$ cat config.mk
export PLATFORM = sky130hd
export DESIGN_NAME = timer_bank
export DESIGN_NICKNAME = d
export VERILOG_FILES = /design/src/rtl/timer_pkg.sv /design/src/rtl/timer_channel.sv /design/src/rtl/timer_bank.sv
export SDC_FILE = /design/constraint.sdc
export NUM_CORES = 1
export LEC_CHECK = 0
export CAP_MARGIN = 20
export CORE_ASPECT_RATIO = 1.75
export CORE_UTILIZATION = 35
export DETAILED_ROUTE_END_ITERATION = 7
export RECOVER_POWER = 100
export SYNTH_ARGS = -nofsm -noshare
export SYNTH_HDL_FRONTEND = slang
export SYNTH_SLANG_ARGS = --single-unit
$ cat constraint.sdc
create_clock -name sysclk -period 3.1 [get_ports sysclk]
set_clock_uncertainty 0.2 [all_clocks]
set_input_delay 0.31 -clock sysclk [delete_from_list [all_inputs] [get_ports sysclk]]
set_output_delay 0.31 -clock sysclk [all_outputs]
set_load 0.05 [all_outputs]
$ cat src/rtl/timer_pkg.sv
// Shared constants for timer_bank: per-channel register offsets, TCON bit
// positions and the byte stride between channel register blocks.
package timer_pkg;
    localparam logic [3:0] OFS_TH    = 4'h0;
    localparam logic [3:0] OFS_TL    = 4'h4;
    localparam logic [3:0] OFS_TCON  = 4'h8;
    localparam logic [3:0] OFS_PRESC = 4'hC;

    localparam int TCON_EN      = 0;
    localparam int TCON_IEN     = 1;
    localparam int TCON_PEND    = 2;
    localparam int TCON_ONESHOT = 3;

    localparam int CH_STRIDE = 16;
endpackage

$ cat src/rtl/timer_channel.sv
// One timer channel: reload/counter registers, TCON bits, overflow handling.
// The prescaler is built only when TIMER_PRESCALE_EN is defined.
module timer_channel
    import timer_pkg::*;
#(
    parameter int WIDTH   = 32,
    parameter int PRESC_W = 16
) (
    input  logic               sysclk,
    input  logic               reset,
    input  logic               wr_th,
    input  logic               wr_tl,
    input  logic               wr_tcon,
    input  logic               wr_presc,
    input  logic [31:0]        wdata,
    output logic [WIDTH-1:0]   th,
    output logic [WIDTH-1:0]   tl,
    output logic [3:0]         tcon,
    output logic [PRESC_W-1:0] presc,
    output logic               irq
);
    logic [WIDTH-1:0] th_reg;
    logic [WIDTH-1:0] tl_reg;
    logic             en_reg;
    logic             ien_reg;
    logic             pend_reg;
    logic             oneshot_reg;
    logic             tick;
    logic             ovf;

`ifdef TIMER_PRESCALE_EN
    logic [PRESC_W-1:0] presc_reg;
    logic [PRESC_W-1:0] pcnt_reg;

    assign tick  = en_reg && (pcnt_reg == '0);
    assign presc = presc_reg;

    // Enabling a stopped channel zeroes the prescaler so the first tick is immediate.
    always_ff @(posedge sysclk or negedge reset) begin
        if (!reset) begin
            presc_reg <= '0;
            pcnt_reg  <= '0;
        end else begin
            if (wr_presc)
                presc_reg <= wdata[PRESC_W-1:0];
            if (wr_tcon && wdata[TCON_EN] && !en_reg)
                pcnt_reg <= '0;
            else if (tick)
                pcnt_reg <= presc_reg;
            else if (en_reg)
                pcnt_reg <= pcnt_reg - PRESC_W'(1);
        end
    end
`else
    logic unused_presc;

    assign tick         = en_reg;
    assign presc        = '0;
    assign unused_presc = wr_presc;
`endif

    assign ovf = tick && (tl_reg == '1);

    always_ff @(posedge sysclk or negedge reset) begin
        if (!reset) begin
            th_reg      <= '0;
            tl_reg      <= '0;
            en_reg      <= 1'b0;
            ien_reg     <= 1'b0;
            pend_reg    <= 1'b0;
            oneshot_reg <= 1'b0;
        end else begin
            if (wr_th)
                th_reg <= wdata[WIDTH-1:0];

            // A CPU write to TL beats the reload/increment of the same cycle.
            if (wr_tl)
                tl_reg <= wdata[WIDTH-1:0];
            else if (ovf)
                tl_reg <= th_reg;
            else if (tick)
                tl_reg <= tl_reg + WIDTH'(1);

            if (wr_tcon) begin
                en_reg      <= wdata[TCON_EN];
                ien_reg     <= wdata[TCON_IEN];
                oneshot_reg <= wdata[TCON_ONESHOT];
            end else if (ovf && oneshot_reg) begin
                en_reg <= 1'b0;
            end

            // A new overflow wins over a simultaneous write-1-to-clear.
            if (ovf)
                pend_reg <= 1'b1;
            else if (wr_tcon && wdata[TCON_PEND])
                pend_reg <= 1'b0;
        end
    end

    assign th   = th_reg;
    assign tl   = tl_reg;
    assign tcon = {oneshot_reg, pend_reg, ien_reg, en_reg};
    assign irq  = pend_reg & ien_reg;
endmodule

$ cat src/rtl/timer_bank.sv
// Multi-channel bus timer: address decode, read mux and IRQ combine around
// NUM_CH timer_channel instances. Prescalers exist only with TIMER_PRESCALE_EN.
module timer_bank
    import timer_pkg::*;
#(
    parameter int          NUM_CH    = 2,
    parameter int          WIDTH     = 32,
    parameter logic [31:0] BASE_ADDR = 32'h4000_0100,
    parameter int          PRESC_W   = 16
) (
    input  logic              sysclk,
    input  logic              reset,
    input  logic              rd,
    input  logic              wr,
    input  logic [31:0]       addr,
    input  logic [31:0]       wdata,
    output logic [31:0]       rdata,
    output logic              irqout,
    output logic [NUM_CH-1:0] irq_vec
);
    logic [31:0] offset;
    logic        hit;
    logic [27:0] ch_num;
    logic [3:0]  reg_ofs;
    logic        unused_bits;
    logic [31:0] ch_rdata [NUM_CH];

    // Addresses below the base wrap to large offsets and fail the range check.
    assign offset      = addr - BASE_ADDR;
    assign hit         = offset < 32'(CH_STRIDE * NUM_CH);
    assign ch_num      = offset[31:4];
    assign reg_ofs     = {offset[3:2], 2'b00};
    assign unused_bits = ^offset[1:0];

    generate
        for (genvar gi = 0; gi < NUM_CH; gi++) begin : g_ch
            logic               sel_ch;
            logic               we;
            logic [WIDTH-1:0]   th;
            logic [WIDTH-1:0]   tl;
            logic [3:0]         tcon;
            logic [PRESC_W-1:0] presc;
            logic [31:0]        rd_val;

            assign sel_ch = hit && (ch_num == 28'(gi));
            assign we     = wr && sel_ch;

            timer_channel #(
                .WIDTH   (WIDTH),
                .PRESC_W (PRESC_W)
            ) u_ch (
                .sysclk   (sysclk),
                .reset    (reset),
                .wr_th    (we && (reg_ofs == OFS_TH)),
                .wr_tl    (we && (reg_ofs == OFS_TL)),
                .wr_tcon  (we && (reg_ofs == OFS_TCON)),
                .wr_presc (we && (reg_ofs == OFS_PRESC)),
                .wdata    (wdata),
                .th       (th),
                .tl       (tl),
                .tcon     (tcon),
                .presc    (presc),
                .irq      (irq_vec[gi])
            );

            always_comb begin
                rd_val = '0;
                case (reg_ofs)
                    OFS_TH:    rd_val = 32'(th);
                    OFS_TL:    rd_val = 32'(tl);
                    OFS_TCON:  rd_val = 32'(tcon);
                    OFS_PRESC: rd_val = 32'(presc);
                    default:   rd_val = '0;
                endcase
            end

            assign ch_rdata[gi] = (rd && sel_ch) ? rd_val : '0;
        end
    endgenerate

    always_comb begin
        rdata = '0;
        for (int i = 0; i < NUM_CH; i++)
            rdata = rdata | ch_rdata[i];
    end

    assign irqout = |irq_vec;
endmodule

### Word level (Yosys, flattened, before mapping)

Index checks and enable logic that the tools add are counted.
Widths: inputs -> output; s select.

| word-level totals | value |
|---|---|
| word-level logic and storage cells | 69 |
| output and inout port bits | 35 |
| bits in registers | 136 |

| cells by class | value |
|---|---|
| mux-type cells | 18 |
| bitwise logic cells | 3 |
| add/sub/neg operators | 3 |
| equality and inequality tests | 5 |
| reductions and logical operators | 27 |
| order comparisons | 1 |

Operator list:

| kind | number |
|---|---|
| $mux 32 | 8 |
| $pmux 32 s3 | 2 |
| $add 32x1->32 const B | 2 |
| $eq 32x32->1 const B | 2 |
| $lt 32x6->1 const B | 1 |
| $or 32x32->32 | 1 |
| $sub 32x31->32 const B | 1 |
| $eq 28x1->1 const B | 1 |
| $logic_not 28->1 | 1 |
| $logic_and 1x1->1 | 18 |
| $mux 1 | 8 |
| $reduce_bool 2->1 | 4 |
| $reduce_bool 3->1 | 2 |
| $logic_not 4->1 | 1 |
| $and 1x1->1 | 2 |
| $eq 2x1->1 const B | 1 |
| $eq 2x2->1 const B | 1 |
| $reduce_or 2->1 | 1 |

### Longest topological paths before layout

Gate-level depths: netlist of the first run.

| depth | value |
|---|---|
| depth after elaboration | 8 |
| depth in mapped cells | 9 |
| mapped depth without buffers | 7 |

### By module

From an unflattened synthesis of the first run, not the netlist that was laid out.

| unflattened totals | value |
|---|---|
| cell total of the unflattened synthesis | 1036 |
| area, all modules | 9605.5 µm² |

By module, submodules not included:

| module | sequential area each (µm²) | times used | cells an instance | area an instance (µm²) |
|---|---|---|---|---|
| timer_channel | 1701.6 | 2 | 394 | 3907.5 |
| timer_bank | 0.0 | 1 | 248 | 1790.5 |

### Worst setup path after synthesis of the first run

OpenSTA, ideal clock, no wires.

| timing | value |
|---|---|
| kind | input -> output |
| start | in addr[7] |
| end | out rdata[11] |
| path slack | -0.104 ns |
| data required time | 2.590 ns |
| cell stages on the path | 8 |
| arrival | 2.694 ns |
| buffers on the path | 2 |
| cells stage by stage | nor4b_2 nand4_1 nor3_1 nand2_1 or2_2 buf_2 buf_2 nor2_1 |

| on the way | value |
|---|---|
| word-level cells in the longest chain between the ends | 6 |

Ends and longest elaborated chain:

| what | line | RTL |
|---|---|---|
| start, declared | timer_bank.sv:15 | `input logic [31:0] addr,` |
| $sub 32x31->32 * | timer_bank.sv:29 | `assign offset = addr - BASE_ADDR;` |
| $lt 32x6->1, or another cell as far along | timer_bank.sv:30 | `assign hit = offset < 32'(CH_STRIDE * NUM_CH);` |
| $logic_and 1x1->1 | timer_bank.sv:45 | `assign sel_ch = hit && (ch_num == 28'(gi));` |
| $logic_and 1x1->1 | timer_bank.sv:77 | `assign ch_rdata[gi] = (rd && sel_ch) ? rd_val : '0;` |
| $mux 32 | timer_bank.sv:77 |  |
| $or 32x32->32 * | timer_bank.sv:84 | `rdata = rdata \| ch_rdata[i];` |
| end, declared | timer_bank.sv:17 | `output logic [31:0] rdata,` |

Every way passes the cells marked *; elsewhere a longest branch is shown, timed or not.

### Worst setup path in the final report of the first run

| timing | value |
|---|---|
| start | in addr[26] |
| end | out rdata[24] |

The elaborated chain is that of the path after synthesis.

==> results of run 1 <==
-- cells by family (layout without fill, tap and decap cells) --
kind of cell / Yosys count / count (layout) / synth area share
adders and majority gates: 2 / 2 / 0.00289
and+or+nand+nor: 354 / 354 / 0.210
muxes: 149 / 149 / 0.183
DFF: 136 / 136 / 0.392
xor gates and xnor gates: 3 / 3 / 0.00303
AOI/OAI and AO/OA: 211 / 211 / 0.169
buffers and inverters: 82 / 216 / 0.0394
-- worst max-delay path: cells and delay by family --
| kind | cells | cell delay (ns) |
|---|---|---|
| simple gates | 6 | 1.24 |
| buf+inv | 4 | 0.93 |
-- timing repair --
item,4_1_cts,5_1_grt
gates resized for setup,3,12
setup buffers,0,0
pin swaps,0,1
endpoints found under the setup margin,28,28
hold buffers,1,0
hold endpoints to repair,61,0
-- final cells by class --
| type | instances | area, um^2 |
|---|---|---|
| Inverter | 12 | 45.0 |
| Fill cell | 2238 | 12700 |
| Clock inverter | 13 | 145 |
| Tap cell | 308 | 385 |
| Multi-Input combinational cell | 719 | 5010 |
| Clock buffer | 19 | 443 |
| Sequential cell | 136 | 3400 |
| Timing Repair Buffer | 172 | 1950 |
-- power breakdown --
group          internal, W     switching, W  total, W  leakage, nW
registers          0.00178  0.0000000000631   0.00178         1.61
clock network      0.00121         0.000831   0.00205        0.281
logic             0.000133         0.000168  0.000301         2.88
total              0.00312         0.000999   0.00412         4.77
-- layer usage --
| layer | wire (um) | vias up |
|---|---|---|
| li1 | - | 3768 |
| met1 | 11700 | 4056 |
| met4 | 2360 | 0 |
| met3 | 1500 | 111 |
| met5 | 0 | - |
| met2 | 16000 | 366 |
-- Yosys cell counts (3+ instances only) --
cell,count
a2111oi_0,4
a211oi_1,6
a21o_1,14
a21oi_1,35
a22o_1,6
a31oi_1,23
a41o_1,3
a41oi_1,7
and2_1,9
and3_1,22
and4_1,9
buf_1,7
buf_2,11
buf_4,3
clkbuf_1,47
dfrtp_1,136
inv_1,11
mux2_2,75
mux2i_1,74
nand2_1,94
nand3_1,35
nand4_1,27
nor2_1,84
nor3_1,22
nor3b_1,3
nor4_1,19
nor4b_1,4
o211ai_1,7
o21a_1,3
o21ai_0,31
o21ai_1,3
o22a_1,29
o22ai_1,6
o311ai_0,4
o31ai_1,17
o32ai_1,3
or2_2,4
or3_1,3
-- metrics by stage --
step | setup TNS (ns) | power [W] | worst slack (ns)
3_5_place_dp | -1.98 | 0.00211 | -0.0885
4_1_cts | 0 | 0.00416 | 0.00684
6_report | 0 | 0.00412 | 0.0758
5_1_grt | -1.61 | 0.00426 | -0.0670
2_1_floorplan | -2.08 | 0.00190 | -0.104
3_3_place_gp | -0.322 | 0.00211 | -0.0197
-- final timing paths --
kind,startpoint,to,slack [ns],depth (start not counted)
setup / recovery,addr[26],rdata[24],0.08,10
hold / removal,g_ch[1].u_ch.th[20],g_ch[1].u_ch.th[20],0.33,1
setup reg to reg,g_ch[1].u_ch.tl[1],g_ch[1].u_ch.tl[2],0.13,8
hold reg to reg,g_ch[1].u_ch.th[20],g_ch[1].u_ch.th[20],0.33,1
max in group asynchronous,reset,g_ch[1].u_ch.tl[12],0.34,3
min in group asynchronous,reset,g_ch[0].u_ch.tl[30],0.63,2
==> results.yml, run 1 <==
power_and_ir_drop:
  vdd_drop_max_mv: 0.259
  p_leak_nw: 4.77
  powerDensity_nw_per_um2: 362
cells_and_area:
  final_common_cell: "dfrtp_1"
  nNetsFinal: 1128
  final_cell_mix: "dfrtp_1 (136), nand2_1 (94), nor2_1 (77)"
  postLayoutCellArea_um2: 11400
  stdcell_count: 1379
  areaGrowthSynthToFinish_pct: 31.3
  drive_gt1_frac: 0.228
  postLayoutCoreUtil: 0.472
  antenna_cells: 0
clocking:
  clk_path_buf_depth: 2
  insertion_delay_ns: 0.43
  cts.clk_slew.worst_paths_ns: 0.06
  cts_tree: "built"
  root_buffer: "clkbuf_16"
  htreeDepth: 4
  cts_buffers: 17
  cts.sinks: 136
yosys:
  synthTopCellsByArea: "dfrtp_1 (39%), mux2_2 (9.7%), mux2i_1 (8.5%), nand2_1 (4.1%), nor2_1 (3.6%)"
  ys.flop_type: "dfrtp_1"
  ys_ff_latch: 136
  synth-edff-count: 0
  synth_top_area_cell: "dfrtp_1"
  syn_avg_cell_area_um2: 9.26
  syn-instance-count: 937
  synth.distinct_cells: 67
  yosys_warnings: 0
  syn_area_um2: 8670
  netlist.area_leader.share: 0.392
  mappedNetlistNets: 1007
  ys_seq_area_frac: 0.392
  async_reset_ff_frac: 1.00
status:
  violations: "max-capacitance violations, max-slew violations"
  status: "finished with violations"
drt:
  routedWlPerCell_um: 22.9
  vias: 8301
  drt_pass1_iterations: 5
  drtIter0Drc: 594
  finalWirelength_mm: 31.6
  antenna_left: 0
  route.detailed.drc: 0
  viasPerCell: 6.02
sta:
  worst_pin_slew_ns: 1.72
  timing.fmax_mhz: 331
  grt_setup_unrepaired: "true"
  finalCriticalPeriod_ns: 3.02
  whs_ns: 0.329
  hold_viol_final: 0
  max_slew_margin: -0.147
  fin_crit_sh: 0.976
  maxSlewViolCount: 64
  setup_violations: 0
global_route:
  grt_max_degree: 64
  first_global_vias: 8400
  grt_overflow: 0
  grt_pass1_wl_mm: 48.9
  grt_use_met3: 0.0325
  top_usage_layer: "met2"
  grt_usage: 0.257
  gr-usage-met2: 0.452
  use_met1: 0.283
  antenna_found_initial: 0
die:
  start_util: 0.360
  row_count: 75
  die_x_um: 121
  die_area_um2: 25400
  pin_count: 103
  core-area_um2: 24100
  die_h_um: 210
critical_path:
  start_kind: "input pin"
  slowest_stage: "clkdlybuf4s50_1"
  crit_top_cell: "buf_12"
  worst-endpoint-required_ns: 2.59
  path_class: "in -> out"
  arrival_ns: 2.51
  endpoint_kind: "primary output"
  crit_path_max_incr_delay_ns: 0.45
  worstPathCellList: "clkdlybuf4s50_1, nor4_4, nand4_1, nor3_2, buf_4, nand2_1, or2_2, buf_12, nor2_1, buf_12"
  path_max_fanout: 28
placement:
  place_congestion: 0.904
  port_buffers: 100
  dp.cells: 1346
  dpl.hpwl_mm: 23.4
  dpl_cell_area_um2: 10700
worst_hold_path:
  hold_class: "reg -> reg"
run:
  drv_cap: 1
No activity file was read; power rests on OpenSTA's default activity.
==> run 2: changes to the inputs <==
--- a/config.mk
+++ b/config.mk
@@ -7,8 +7,10 @@
 export LEC_CHECK = 0
 export CAP_MARGIN = 20
 export CORE_ASPECT_RATIO = 1.75
-export CORE_UTILIZATION = 35
+export CORE_UTILIZATION = 50
+export CTS_CLUSTER_DIAMETER = 100
 export DETAILED_ROUTE_END_ITERATION = 7
+export PLACE_DENSITY = 0.73
 export RECOVER_POWER = 100
 export SYNTH_ARGS = -nofsm -noshare
 export SYNTH_HDL_FRONTEND = slang
==> results.yml, run 2 (same netlist as run 1, synthesis figures left out) <==
drt:
  antenna_left: 0
  drtIter0Drc: 647
  drt_pass1_iterations: 7
  finalWirelength_mm: 29.9
  route.detailed.drc: 0
  vias: 8466
  viasPerCell: 6.57
  routedWlPerCell_um: 23.2
global_route:
  grt_usage: 0.342
  grt_max_degree: 61
  grt_pass1_wl_mm: 45.1
  grt_overflow: 0
  antenna_found_initial: 0
  first_global_vias: 8326
worst_hold_path:
  hold_class: "reg -> reg"
  hold_start: "g_ch[1].u_ch.th[20]"
placement:
  port_buffers: 100
  dpl.hpwl_mm: 21.4
  place_congestion: 0.943
  dp.cells: 1256
power_and_ir_drop:
  p_seq_frac: 0.417
  internal-power_w: 0.00329
  p_leak_nw: 4.76
  power.clock.fraction: 0.510
  p_sw_frac: 0.228
  powerDensity_nw_per_um2: 380
  combPwrFrac: 0.073
  vdd_drop_max_mv: 0.369
  power.switching_w: 0.000970
cells_and_area:
  n_fill_cell: 1387
  final_common_cell: "dfrtp_1"
  stdcell_count: 1288
  areaGrowthSynthToFinish_pct: 29.2
  postLayoutCoreUtil: 0.661
  final_cell_mix: "dfrtp_1 (136), nand2_1 (94), mux2i_1 (74), mux2_2 (74), clkdlybuf4s50_1 (63)"
  antenna_cells: 0
  nNetsFinal: 1119
  drive_gt1_frac: 0.219
sta:
  worst_pin_slew_ns: 1.37
  grt_setup_unrepaired: "true"
  maxSlewViolCount: 0
  setup_violations: 0
  setup-tns-final_ns: 0
  max_slew_margin: 0.0872
  fin_crit_sh: 0.963
  whs_ns: 0.323
  timing.fmax_mhz: 335
  hold_viol_final: 0
  finalCriticalPeriod_ns: 2.98
critical_path:
  endpoint_kind: "flip-flop"
  path_class: "reg -> reg"
  worst-endpoint-required_ns: 3.20
  start_kind: "flip-flop"
  arrival_ns: 3.09
  crit_start: "g_ch[1].u_ch.tl[1]"
  r2r_start: "g_ch[1].u_ch.tl[1]"
  path_max_fanout: 12
clocking:
  root_buffer: "clkbuf_16"
  cts.sinks: 136
  clk_path_buf_depth: 2
  cts_tree: "built"
  cts_setup_buffers: 0
  cts.clk_slew.worst_paths_ns: 0.06
  htreeDepth: 4
  insertion_delay_ns: 0.43
  cts_buffers: 17
die:
  core-area_um2: 16900
  die_area_um2: 17900
  start_util: 0.512
  die_x_um: 102
  row_count: 63
  pin_count: 103
  die_h_um: 176
status:
  status: "completed"
run:
  drv_cap: 0
## run 2: timing repair
item                                    4_1_cts  5_1_grt
hold buffers                                  1        0
gates resized for setup                      16       30
endpoints found under the setup margin       27       28
endpoints found under the hold margin        51        0
## run 2: power by group through the flow
stage / sequential [W] / combinational [W] / clock, W
after floorplan: 0.00181 / 0.0000931 / 0
after global placement: 0.00181 / 0.000298 / 0
after detailed placement: 0.00181 / 0.000300 / 0
after CTS: 0.00178 / 0.000305 / 0.00218
after global routing: 0.00177 / 0.000326 / 0.00226
final: 0.00178 / 0.000312 / 0.00217
## run 2: final cells by class
type / count / area, um^2 / area share
multi-input combinational: 719 / 5070 / 0.453
clock buffer: 19 / 453 / 0.0404
inverter: 12 / 45.0 / 0.00402
sequential: 136 / 3400 / 0.304
clock inverter: 12 / 175 / 0.0156
timing repair buffer: 163 / 1770 / 0.158
tap: 227 / 284 / 0.0254
## run 2: critical path: stages (launching register included)
cell     delay (ns)
dfrtp_1        0.36
ha_1           0.18
nand4_1        0.28
or4_1          0.61
or4_4          0.69
mux2_2         0.32
o22ai_1        0.13
o21ai_0        0.09
## run 2: path summary, 6_finish.rpt
| kind | end | slack (ns) | cells after the start |
|---|---|---|---|
| min in group asynchronous | g_ch[0].u_ch.th[21] | 0.53 | 2 |
| setup / recovery | g_ch[1].u_ch.tl[23] | 0.12 | 7 |
| hold reg to reg | g_ch[1].u_ch.th[20] | 0.32 | 1 |
| hold / removal | g_ch[1].u_ch.th[20] | 0.32 | 1 |
| max in group asynchronous | g_ch[1].u_ch.tl[11] | 0.53 | 3 |
| setup reg to reg | g_ch[1].u_ch.tl[23] | 0.12 | 7 |
## run 2: metal layers
metal	vias up	part of all wire	global-route usage
li1	3771	-	-
met1	4107	0.34	0.353
met2	440	0.49	0.575
met3	148	0.069	0.0622
met4	0	0.10	0.317
met5	-	0	0
## run 2: metrics by stage
stage	setup WS (ns)	cell area [um^2]	total power, W
global placement	-0.0352	10600	0.00211
floorplan	-0.104	8670	0.00190
global route	-0.00652	11200	0.00436
finish	0.116	11200	0.00426
detailed placement	-0.0414	10600	0.00211
CTS	-0.0199	11200	0.00426
==> run 3: changes to the inputs <==
--- a/config.mk
+++ b/config.mk
@@ -10,6 +10,7 @@
 export CORE_UTILIZATION = 50
 export CTS_CLUSTER_DIAMETER = 100
 export DETAILED_ROUTE_END_ITERATION = 7
+export GPL_TIMING_DRIVEN = 0
 export PLACE_DENSITY = 0.73
 export RECOVER_POWER = 100
 export SYNTH_ARGS = -nofsm -noshare
==> results.yml, run 3 (same netlist as run 1, synthesis figures left out) <==
status:
  status: "finished with violations"
  violations: "max-capacitance violations, max-slew violations"
drt:
  finalWirelength_mm: 31.8
  viasPerCell: 6.58
  antenna_left: 0
  drtIter0Drc: 760
  wl_met2_mm: 14.9
  routedWlPerCell_um: 24.4
  top_layer_used: "met4"
  route.detailed.drc: 0
  vias: 8589
  wl_met1_mm: 11.2
  drt_pass1_iterations: 5
  wl_met3_mm: 2.28
clocking:
  clk_path_buf_depth: 2
  cts_tree: "built"
  root_buffer: "clkbuf_16"
  cts.sinks: 136
  cts.clk_slew.worst_paths_ns: 0.06
  cts_buffers: 17
  insertion_delay_ns: 0.43
  htreeDepth: 4
die:
  die_x_um: 102
  die_area_um2: 17900
  row_count: 63
  core-area_um2: 16900
  pin_count: 103
  die_h_um: 176
  start_util: 0.512
power_and_ir_drop:
  power.clock.fraction: 0.512
  powerDensity_nw_per_um2: 394
  p_leak_nw: 4.61
  combPwrFrac: 0.075
  p_sw_frac: 0.229
  p_seq_frac: 0.413
  power.switching_w: 0.000986
  internal-power_w: 0.00331
  vdd_drop_max_mv: 0.320
critical_path:
  crit_path_max_incr_delay_ns: 0.74
  start_kind: "flip-flop"
  path_class: "reg -> reg"
  critical_path.top_delay_family: "simple AND/OR/NAND/NOR gates"
  worstPathCellList: "nand4_1, nor4_1, nand3_2, clkbuf_1, o311ai_0, o21ai_0"
  worst-endpoint-required_ns: 3.18
  slowest_stage: "nor4_1"
  arrival_ns: 3.10
  worstPathBufferInverterCount: 1
  endpoint_kind: "flip-flop"
  path_max_fanout: 10
global_route:
  grt_max_degree: 98
  grt_overflow: 0
  grt_usage: 0.367
  grt_pass1_wl_mm: 47.8
  first_global_vias: 8384
  antenna_found_initial: 0
sta:
  finalWorstSetupSlack_ns: 0.0826
  max_slew_margin: -0.572
  hold_viol_final: 0
  setup_violations: 0
  maxSlewViolCount: 40
  finalCriticalPeriod_ns: 3.02
  timing.fmax_mhz: 331
  grt_setup_unrepaired: "true"
  fin_crit_sh: 0.973
  worst_pin_slew_ns: 2.36
cells_and_area:
  final_common_cell: "dfrtp_1"
  antenna_cells: 0
  n_fill_cell: 1451
  drive_gt1_frac: 0.202
  postLayoutCoreUtil: 0.644
  final_cell_mix: "dfrtp_1 (136), nand2_1 (93), mux2_2 (75)"
  nNetsFinal: 1135
  areaGrowthSynthToFinish_pct: 25.9
run:
  drv_cap: 1
placement:
  port_buffers: 98
  place_congestion: 0.985
  preCtsSetupSlack_ns: -1.61
  dpl.hpwl_mm: 23.0
worst_hold_path:
  hold_class: "reg -> reg"
-- run 3: cell count changes in the layout (fill, tap and decap cells not counted), sizes merged --
cell,delta
buf,-14
clkbuf,+33
clkdlybuf4s50,-3
clkinv,-2
clkinvlp,+2
dlygate4sd2,+4
dlygate4sd3,-1
dlymetal6s2s,-3
or2,+1
-- run 3: metal layers --
metal | vias up | track usage
li1 | 3778 | -
met1 | 4171 | 0.411
met3 | 137 | 0.0602
met5 | - | 0
met4 | 0 | 0.339
met2 | 503 | 0.585
-- run 3: worst reg2reg max path: stages (launching register included) --
cell	delay, ns
dfrtp_1	0.46
nand4_1	0.22
nor4_1	0.74
nand3_2	0.37
clkbuf_1	0.35
o311ai_0	0.40
o21ai_0	0.13
-- run 3: area by class of cell --
type	instances	area, um^2	share of cell area
timing repair buffer	111	1070	0.0984
clock inverter	12	173	0.0158
inverter	12	45.0	0.00412
buffer	67	323	0.0296
tap	227	284	0.0260
sequential	136	3400	0.312
clock buffer	20	467	0.0427
multi-input combinational	720	5150	0.472
-- run 3: metrics by stage --
step / cells / setup TNS, ns / total power (W) / instance area [um^2] / hold WS [ns]
floorplan: 937 / -2.08 / 0.00190 / 8670 / -0.186
global placement: 1262 / -660.60 / 0.00210 / 9940 / 0.306
detailed placement: 1263 / -121.91 / 0.00211 / 9970 / 0.0499
CTS: 1298 / 0 / 0.00430 / 10700 / 0.174
global route: 1305 / -0.374 / 0.00439 / 10900 / 0.347
finish: 1305 / 0 / 0.00430 / 10900 / 0.330
-- run 3: power groups by stage --
stage	combinational, W	sequential [W]	clock (W)
after CTS	0.000310	0.00178	0.00221
after global routing	0.000334	0.00177	0.00228
after floorplan	0.0000931	0.00181	0
after global placement	0.000293	0.00181	0
final	0.000321	0.00178	0.00220
after detailed placement	0.000299	0.00181	0
-- run 3: worst paths after layout --
check,start,endpoint,slack [ns],cells after the start
max,g_ch[0].u_ch.tl[16],g_ch[0].u_ch.tl[3],0.08,6
min,g_ch[0].u_ch.th[26],g_ch[0].u_ch.th[26],0.33,1
max reg2reg,g_ch[0].u_ch.tl[16],g_ch[0].u_ch.tl[3],0.08,6
min reg2reg,g_ch[0].u_ch.th[26],g_ch[0].u_ch.th[26],0.33,1
max in group asynchronous,reset,g_ch[1].u_ch.th[8],0.36,3
min in group asynchronous,reset,g_ch[0].u_ch.th[20],0.94,2
-- run 3: timing repair --
item | in CTS | in global routing
hold buffers | 1 | 0
endpoints found under the hold margin | 39 | 0
resized for setup | 174 | 101
buffers inserted | 3 | 8
gates cloned | 0 | 1
endpoints found under the setup margin | 146 | 86
pin swaps | 7 | 12
